**src/rtl/seq_restoring_divider_if.sv**
```systemverilog
// Start/done handshake and operand/result bundle for the sequential restoring divider.
interface seq_restoring_divider_if #(
  parameter int unsigned WIDTH = 8
);
  logic             start;
  logic [WIDTH-1:0] dividend;
  logic [WIDTH-1:0] divisor;
  logic             busy;
  logic             done;
  logic [WIDTH-1:0] quotient;
  logic [WIDTH-1:0] remainder;
  logic             div_by_zero;

  modport master (
    output start, dividend, divisor,
    input  busy, done, quotient, remainder, div_by_zero
  );

  modport slave (
    input  start, dividend, divisor,
    output busy, done, quotient, remainder, div_by_zero
  );
endinterface

```
**src/rtl/seq_restoring_divider.sv**
```systemverilog
// Iterative unsigned restoring divider: one trial subtraction per cycle through a
// subtractor built from 4-bit carry-lookahead blocks (divisor inverted, carry-in 1).
module seq_restoring_divider #(
  parameter int unsigned WIDTH = 8  // must be a multiple of 4
) (
  input  logic                    clk,
  input  logic                    rst_n,
  seq_restoring_divider_if.slave  bus
);
  localparam int unsigned NumBlk = WIDTH / 4;
  localparam int unsigned CntW   = (WIDTH > 2) ? $clog2(WIDTH) : 1;

  typedef enum logic [1:0] {StIdle, StRun, StFinish} state_e;

  state_e           r_state, w_state_d;
  logic [WIDTH-1:0] r_r, w_r_d;
  logic [WIDTH-1:0] r_q, w_q_d;
  logic [WIDTH-1:0] r_d, w_d_d;
  logic [CntW-1:0]  r_cnt, w_cnt_d;
  logic             r_done, w_done_d;
  logic [WIDTH-1:0] r_quot, w_quot_d;
  logic [WIDTH-1:0] r_rem, w_rem_d;
  logic             r_dbz, w_dbz_d;

  // Trial subtraction datapath
  logic [WIDTH:0]   w_s;
  logic [WIDTH-1:0] w_a, w_b, w_g, w_p, w_carry, w_t;
  logic [NumBlk:0]  w_c;
  logic             w_cout, w_accept;

  assign w_s     = {r_r, r_q[WIDTH-1]};
  assign w_a     = w_s[WIDTH-1:0];
  assign w_b     = ~r_d;
  assign w_g     = w_a & w_b;
  assign w_p     = w_a ^ w_b;
  assign w_c[0]  = 1'b1;

  for (genvar blk = 0; blk < NumBlk; blk++) begin : g_cla
    localparam int unsigned B = 4 * blk;
    assign w_carry[B]   = w_c[blk];
    assign w_carry[B+1] = w_g[B] | (w_p[B] & w_c[blk]);
    assign w_carry[B+2] = w_g[B+1] | (w_p[B+1] & w_g[B])
                        | (w_p[B+1] & w_p[B] & w_c[blk]);
    assign w_carry[B+3] = w_g[B+2] | (w_p[B+2] & w_g[B+1])
                        | (w_p[B+2] & w_p[B+1] & w_g[B])
                        | (w_p[B+2] & w_p[B+1] & w_p[B] & w_c[blk]);
    assign w_c[blk+1]   = w_g[B+3] | (w_p[B+3] & w_g[B+2])
                        | (w_p[B+3] & w_p[B+2] & w_g[B+1])
                        | (w_p[B+3] & w_p[B+2] & w_p[B+1] & w_g[B])
                        | (w_p[B+3] & w_p[B+2] & w_p[B+1] & w_p[B] & w_c[blk]);
  end

  assign w_t      = w_p ^ w_carry;
  assign w_cout   = w_c[NumBlk];
  // Shifted-out bit set means the partial remainder already exceeds any divisor.
  assign w_accept = w_s[WIDTH] | w_cout;

  always_comb begin
    w_state_d = r_state;
    w_r_d     = r_r;
    w_q_d     = r_q;
    w_d_d     = r_d;
    w_cnt_d   = r_cnt;
    w_done_d  = 1'b0;
    w_quot_d  = r_quot;
    w_rem_d   = r_rem;
    w_dbz_d   = r_dbz;
    case (r_state)
      StIdle: begin
        if (bus.start) begin
          w_q_d     = bus.dividend;
          w_d_d     = bus.divisor;
          w_r_d     = '0;
          w_cnt_d   = '0;
          w_dbz_d   = 1'b0;
          w_state_d = (bus.divisor == '0) ? StFinish : StRun;
        end
      end
      StRun: begin
        w_r_d   = w_accept ? w_t : w_s[WIDTH-1:0];
        w_q_d   = {r_q[WIDTH-2:0], w_accept};
        w_cnt_d = r_cnt + 1'b1;
        if (r_cnt == CntW'(WIDTH - 1)) w_state_d = StFinish;
      end
      StFinish: begin
        w_done_d = 1'b1;
        // Only the zero-divisor path reaches here with D still zero; Q then holds the dividend.
        if (r_d == '0) begin
          w_quot_d = '1;
          w_rem_d  = r_q;
          w_dbz_d  = 1'b1;
        end else begin
          w_quot_d = r_q;
          w_rem_d  = r_r;
        end
        w_state_d = StIdle;
      end
      default: w_state_d = StIdle;
    endcase
  end

  always_ff @(posedge clk or negedge rst_n) begin
    if (!rst_n) begin
      r_state <= StIdle;
      r_r     <= '0;
      r_q     <= '0;
      r_d     <= '0;
      r_cnt   <= '0;
      r_done  <= 1'b0;
      r_quot  <= '0;
      r_rem   <= '0;
      r_dbz   <= 1'b0;
    end else begin
      r_state <= w_state_d;
      r_r     <= w_r_d;
      r_q     <= w_q_d;
      r_d     <= w_d_d;
      r_cnt   <= w_cnt_d;
      r_done  <= w_done_d;
      r_quot  <= w_quot_d;
      r_rem   <= w_rem_d;
      r_dbz   <= w_dbz_d;
    end
  end

  assign bus.busy        = (r_state != StIdle);
  assign bus.done        = r_done;
  assign bus.quotient    = r_quot;
  assign bus.remainder   = r_rem;
  assign bus.div_by_zero = r_dbz;
endmodule

```
**src/flat_wrapper.sv**
```systemverilog
// flat-port wrapper written by rule: the top's interface ports become plain ports
module seq_restoring_divider_flat 
#(
  parameter int unsigned WIDTH = 8                            
)
  (clk, rst_n, bus_start, bus_dividend, bus_divisor, bus_busy, bus_done, bus_quotient, bus_remainder, bus_div_by_zero);
  seq_restoring_divider_if #(.WIDTH(WIDTH)) bus_i ();
  input  logic clk;
  input  logic rst_n;
  input wire logic [$bits(bus_i.start)-1:0] bus_start;
  input wire logic [$bits(bus_i.dividend)-1:0] bus_dividend;
  input wire logic [$bits(bus_i.divisor)-1:0] bus_divisor;
  output wire logic [$bits(bus_i.busy)-1:0] bus_busy;
  output wire logic [$bits(bus_i.done)-1:0] bus_done;
  output wire logic [$bits(bus_i.quotient)-1:0] bus_quotient;
  output wire logic [$bits(bus_i.remainder)-1:0] bus_remainder;
  output wire logic [$bits(bus_i.div_by_zero)-1:0] bus_div_by_zero;
  assign bus_i.start = bus_start;
  assign bus_i.dividend = bus_dividend;
  assign bus_i.divisor = bus_divisor;
  assign bus_busy = bus_i.busy;
  assign bus_done = bus_i.done;
  assign bus_quotient = bus_i.quotient;
  assign bus_remainder = bus_i.remainder;
  assign bus_div_by_zero = bus_i.div_by_zero;
  seq_restoring_divider #(.WIDTH(WIDTH)) u_core (.clk(clk), .rst_n(rst_n), .bus(bus_i));
endmodule
```
**config.mk**
```make
export PLATFORM = sky130hd
export DESIGN_NAME = seq_restoring_divider_flat
export DESIGN_NICKNAME = d
export VERILOG_FILES = /design/src/rtl/seq_restoring_divider_if.sv /design/src/rtl/seq_restoring_divider.sv /design/src/flat_wrapper.sv
export SDC_FILE = /design/constraint.sdc
export NUM_CORES = 1
export LEC_CHECK = 0
export BUFFER_PORTS_ARGS = -buffer_cell sky130_fd_sc_hd__clkbuf_2
export CAP_MARGIN = 20
export CORE_ASPECT_RATIO = 1.25
export CORE_MARGIN = 3
export CORE_UTILIZATION = 50
export DETAILED_ROUTE_END_ITERATION = 6
export PLACE_DENSITY = 0.77
export SLEW_MARGIN = 20
export SYNTH_ARGS = -nofsm -noshare
export SYNTH_HDL_FRONTEND = slang
export SYNTH_SLANG_ARGS = --single-unit
```
**constraint.sdc**
```tcl
create_clock -name clk -period 5.15 [get_ports clk]
set_clock_uncertainty 0.15 [all_clocks]
set_input_delay 0.2575 -clock clk [delete_from_list [all_inputs] [get_ports clk]]
set_output_delay 0.2575 -clock clk [all_outputs]
set_load 0.02 [all_outputs]
```
# After elaboration in Yosys (flattened, before gate mapping)
# Index checks and enable logic that the tools add are counted.
# word_totals
word_cells	96
regBits	47
# op_classes
reduce_logical	10
n_bitwise	53
n_mux	17
addsub	1
n_eq_ne	6
# op_table
cell	count
$mux W8	5
$pmux W8 S2	2
$and A1 B1 Y1	28
$or A1 B1 Y1	21
$logic_not A8 Y1	2
$xor A8 B8 Y8	2
$and A8 B8 Y8	1
$not A8 Y8	1
$mux W2	3
$pmux W3 S2	1
$reduce_and A2 Y1	3
$reduce_bool A2 Y1	3
$ne A2 B1 Y1 const B	2
$pmux W2 S2	1
$add A3 B1 Y3 const B	1
$eq A3 B3 Y1 const B	1
$mux W1	3
$mux W3	1
$reduce_and A3 Y1	1
$eq A2 B1 Y1 const B	1
$eq A2 B2 Y1 const B	1
$logic_not A2 Y1	1
$ne A2 B2 Y1 const B	1
$pmux W1 S2	1

# Longest topological paths before layout
# logic_depth
ltp_word	12
mapped_depth	8
mapped_depth_nobuf	7

# Least setup slack after synthesis
# No wires, ideal clock.
# synth_path
path_type	register to register
start	register u_core.r_r[1]
end	register u_core.r_r[5]
n_path_buf	0
arrival_ps	1843
setup_ps	104
stages_incl_launch_ff	7
setup_slack_ps	3053
synth_period_minus_slack_ps	2097
cell_sequence	dfrtp_1 -> ha_1 -> o2111ai_1 -> and3_1 -> fa_1 -> xor2_1 -> o311ai_1
# synth_between
elab_chain_len	11
# synth_lines
element	line	text
start: declaration	seq_restoring_divider.sv:16	logic [WIDTH-1:0] r_r, w_r_d;
start signal: assignment	seq_restoring_divider.sv:115	r_r <= w_r_d;
$and A8 B8 Y8 / $xor A8 B8 Y8 (equally long branches)	seq_restoring_divider.sv:34, seq_restoring_divider.sv:35	
$and A1 B1 Y1 (on tied branches)	--	
$or A1 B1 Y1 (tied with other cells)	seq_restoring_divider.sv:47	assign w_c[blk+1] = w_g[B+3] | (w_p[B+3] & w_g[B+2])
$or A1 B1 Y1 / $and A1 B1 Y1 (equally long branches)	seq_restoring_divider.sv:48, seq_restoring_divider.sv:49	
$or A1 B1 Y1	seq_restoring_divider.sv:49	| (w_p[B+3] & w_p[B+2] & w_p[B+1] & w_g[B])
$or A1 B1 Y1 *	seq_restoring_divider.sv:50	| (w_p[B+3] & w_p[B+2] & w_p[B+1] & w_p[B] & w_c[blk]);
$and A1 B1 Y1 (on tied branches)	seq_restoring_divider.sv:41, seq_restoring_divider.sv:50	
$or A1 B1 Y1 (on tied branches)	seq_restoring_divider.sv:41, seq_restoring_divider.sv:50	
$xor A8 B8 Y8 / $or A1 B1 Y1 (equally long branches)	seq_restoring_divider.sv:53, seq_restoring_divider.sv:56	
$mux W8 *	seq_restoring_divider.sv:80	w_r_d = w_accept ? w_t : w_s[WIDTH-1:0];
$pmux W8 S2 *	seq_restoring_divider.sv:68	case (r_state)
# Mark *: on every way between the ends. The rest lies on a longest branch, timed or not.
# A chain may end at the register's enable or synchronous reset.

# Worst setup path after layout
# layout_path
start	register u_core.r_q[7]
end	register u_core.r_r[6]
# layout_between
elab_chain_len	9
# layout_lines
element	line	text
start: declaration	seq_restoring_divider.sv:17	logic [WIDTH-1:0] r_q, w_q_d;
start signal: assignment	seq_restoring_divider.sv:116	r_q <= w_q_d;
$and A8 B8 Y8	seq_restoring_divider.sv:34	assign w_g = w_a & w_b;
$and A1 B1 Y1	seq_restoring_divider.sv:49	
$or A1 B1 Y1	seq_restoring_divider.sv:49	
$or A1 B1 Y1 *	seq_restoring_divider.sv:50	
$and A1 B1 Y1 (on tied branches)	seq_restoring_divider.sv:43, seq_restoring_divider.sv:50	
$or A1 B1 Y1 (on tied branches)	seq_restoring_divider.sv:43, seq_restoring_divider.sv:50	
$xor A8 B8 Y8 / $or A1 B1 Y1 (equally long branches)	seq_restoring_divider.sv:53, seq_restoring_divider.sv:56	
$mux W8 *	seq_restoring_divider.sv:80	
$pmux W8 S2 *	seq_restoring_divider.sv:68	
# Marked as above.

==> results.env <==
WORSTREGTOREGCELLS=6
FIN_CRIT_SH_PCT=45.1
RSZ_0062_RAISED_AFTER_GLOBAL_ROUTING='no'
SYNTH_SEQUENTIAL_AREA_RATIO_PCT=49.3
DETAIL_ROUTE.WIRELENGTH_UM=4870
VIAS=1831
FIRST_ITER_VIOLATIONS=112
WORST-R2R-SETUP-SLACK_PS=2830
GLOBALPLACE.CONGESTION=0.813
GRT_FIRST_PASS_WIRELENGTH_UM=8380
CTSROOTBUFFERMASTER='sky130_fd_sc_hd__clkbuf_8'
TRACK_USAGE_PCT=19.3
CLKTRANSATPATHREGS_PS=90
CAP_VIOL_MAX_COUNT=0
CLOCK_LATENCY_PS=310
VIAS_IN_THE_FIRST_GLOBAL_ROUTE=1779
WORST_PATH_BUFFER_PLUS_INVERTER_COUNT=0
LAYOUT_NETS=310
DRIVE_ABOVE_1_SHARE_PCT=20.0
MINIMUM_PERIOD_IMPLIED_BY_THE_FINAL_WORST_SETUP_SLACK_PS=2320
FLOW.AREA_GROWTH_FROM_SYNTHESIS_PCT=14.6
SYN-NUM-NETS=274
PLACEDCELLCOUNT=329
SYNTH.LIB_CELLS_USED.DISTINCT=44
ARRIVAL_PS=2390
WORST_SETUP_PATH_START_KIND='register'
WORST-ENDPOINT-REQUIRED_PS=5210
CRIT_PATH_END='u_core.r_r[6]'
CORE_REGION_AREA_MM2=0.00449
WORST_REL_SLEW_SLACK_PCT=34.7
DRT_FIRST_PASS_ITERS=4
RR_ENDPOINT='u_core.r_r[6]'
POST_DRT_VIA_CELL_RATIO=5.42
TRITONCTS='done'
NFILLCELLS=380
ANTENNADIODECOUNT=0
PRE_CTS_WORST_SETUP_SLACK_PS=2870
WORST_SLEW_PIN_SLEW_PS=979
REPORT.FINAL.SETUP_VIOL=0
POSTLAYOUTSETUPSLACKWORST_PS=2830
POWER.LEAKAGE_nW=1.35
FLOORPLAN.DIE.HEIGHT_UM=83.2
CLOCK_TREE.BUFFER_DEPTH=2
DRCVIOLATIONCOUNT=0
TRITONCTS_SINKS=47
POWER.SHARE.SEQUENTIAL_PCT=35.8
START_UTIL_PCT=53.1
FINAL_CELL_COUNT_NO_FILL=338
OVERFLOW=0
NUMPORTBUFFERS=37
DRV_SLEW=0
YS_FF_LATCH=47
INITIAL_ANTENNA_VIOLATION_COUNT=0
CP_NUM_CELLS=6
POWER.SHARE.COMBINATIONAL_PCT=49.3
PIN_COUNT=38
CLOCKPOWERSHARE_PCT=15.0
DETAIL_ROUTE_ANTENNA_NETS=0
FMAX_MHz=430
POST-DP-HPWL_UM=3670
CPLARGESTDELAYFAMILY='compound AO/OA/AOI/OAI gates'
CTS_POST_SETUP_BUFFERS_INSERTED=0
SETUP.WORST_PATH.END_CLASS='register'
WORST_PATH_MAX_DELAY_CELL='sky130_fd_sc_hd__a21oi_2'
TIMING.CRITICAL_PATH.FROM='u_core.r_q[7]'
CTS_MAX_LEVEL=2
CTS-RESIZED-GATES=0
WORSTPATHMAXFANOUT=15
GRT_MAX_DEGREE=48
SETUP_TNS_PS=0
POST_SYNTH.CELL_AREA_AVG_UM2=9.82
CTS_INSERTED_BUFFERS=5
HOLD_PATH_CLASS='in -> reg'
R2R_PATH_START='u_core.r_q[7]'
POWER_DENSITY_mW_PER_MM2=680
CP_CELL_SEQUENCE='ha_1, o2111ai_1, a31oi_1, a21oi_2, a32oi_1, o31ai_1'
CRIT_PATH_MAX_INCR_DELAY_PS=550
POWER.IR.VDD_WORST_V=0.000313
CRITPATHKIND='reg -> reg'
NETLIST_INSTANCES=243
WL_PER_CELL_UM=14.4
YS_WARN_COUNT=0
DESIGN.DIE.AREA_MM2=0.00564
STATUS='completed'
INTERNAL_POWER_mW=1.07
HOLD_VIOL=0
PLACEMENTROWS=27
NETLIST_AREA_MM2=0.00239
FLOORPLAN.DIE.WIDTH_UM=67.8
HOLD_BUFFER_COUNT_AT_CTS=1
P_SWITCHING_mW=0.794
NETSWITCHINGFRACTION_PCT=42.7
logic make-up after synthesis:
group,share of synthesized area [%]
flip-flops,49.3
buffers and inverters,4.61
adder cells (fa/ha/maj),6.61
multiplexers,6.29
XOR/XNOR,1.47
AO/OA/AOI/OAI,16.0
AND/OR/NAND/NOR,15.7
synth_stat cells (all sizes together):
library cell,n,area share (%)
nand3,7,1.5
a22o,3,1.1
a31o,1,0.37
a311oi,1,0.37
or4,5,2.0
dfrtp,47,49
nor2,5,1.6
a21o,2,0.63
xnor2,2,0.73
o21ai,35,7.3
or2,1,0.26
clkbuf,7,1.1
nand2,51,8.0
ha,11,5.8
o31ai,1,0.31
buf,4,1.2
a211o,1,0.37
o311ai,6,2.2
nor3,1,0.21
o2111ai,1,0.37
nand2b,4,1.0
xor2,2,0.73
o21bai,1,0.31
o221ai,1,0.37
or3,1,0.26
inv,15,2.4
a31oi,1,0.26
fa,1,0.84
nor2b,1,0.26
and3,2,0.52
a32oi,1,0.37
mux2i,15,6.3
a32o,1,0.42
o22ai,1,0.26
a21oi,4,1.0
final cells by class:
cell class	count	area [µm²]	share of cell area [%]
Clock buffer	5	68.8	2.52
Clock inverter	3	46.3	1.69
Inverter	15	56.3	2.06
Multi-Input combinational cell	170	1100	40.4
Sequential cell	47	1180	43.0
Tap cell	58	72.6	2.65
Timing Repair Buffer	40	210	7.69
power by group through the flow:
stage                     Combinational (mW)  Clock [mW]  Sequential, mW
after floorplan                        0.683           0           0.690
after global placement                 0.891           0           0.665
after detailed placement               0.918           0           0.675
after CTS                              0.925       0.285           0.666
after global routing                    1.04       0.301           0.690
final                                  0.916       0.278           0.665
layer usage:
metal,part of all wire [%],vias to the layer above,track usage (%)
met4,3.3,0,8.50
met5,0,-,0
met2,48,48,30.6
met1,44,843,24.9
met3,5.2,13,4.33
li1,-,927,-
worst min path at each step:
| stage | start | to | slack (ps) | cells past startpoint |
|---|---|---|---|---|
| 6_report | bus_dividend[0] | u_core.r_q[0] | 10 | 3 |
| 5_1_grt | bus_divisor[0] | u_core.r_d[0] | 20 | 3 |
| 4_1_cts | bus_divisor[0] | u_core.r_d[0] | 10 | 3 |
| 3_5_place_dp | rst_n | u_core.bus.remainder[3] | 230 | 2 |
| 3_3_place_gp | rst_n | u_core.bus.remainder[4] | 230 | 2 |
| 2_1_floorplan | rst_n | u_core.bus.div_by_zero | -190 | 0 |
stage by stage:
| stage | utilization [%] | hold WS [ps] | area (µm²) | power, mW |
|---|---|---|---|---|
| global route | 60.8 | 22.8 | 2730 | 2.03 |
| global placement | 58.0 | 235 | 2610 | 1.56 |
| finish | 60.8 | 13.0 | 2730 | 1.86 |
| detailed placement | 58.0 | 234 | 2610 | 1.59 |
| floorplan | - | -188 | 2390 | 1.37 |
| CTS | 60.8 | 9.69 | 2730 | 1.88 |
registers in the layout (all words and copies together), names as in the netlist:
register and flops:
u_core.bus.remainder 8, u_core.bus.quotient 8, u_core.r_state 2, u_core.r_cnt 3, u_core.bus.div_by_zero 1, u_core.r_q 8
u_core.r_d 8, u_core.r_r 8, u_core.bus.done 1
tightest hold or removal path, cell delays in order:
cell	delay, ps
sky130_fd_sc_hd__clkbuf_2	80
sky130_fd_sc_hd__nand2_1	40
sky130_fd_sc_hd__o221ai_1	50
placed cells by master (no fill, tap or decap), types with 5 or more instances in the layout:
cell type / count
sky130_fd_sc_hd__nand2_1: 51
sky130_fd_sc_hd__o21ai_0: 6
sky130_fd_sc_hd__inv_1: 13
sky130_fd_sc_hd__mux2i_1: 15
sky130_fd_sc_hd__ha_1: 11
sky130_fd_sc_hd__clkbuf_8: 5
sky130_fd_sc_hd__dfrtp_1: 47
sky130_fd_sc_hd__nand3_1: 7
sky130_fd_sc_hd__o21ai_1: 29
sky130_fd_sc_hd__o311ai_1: 6
sky130_fd_sc_hd__clkbuf_2: 37
Power figures use the tool's default switching activity.
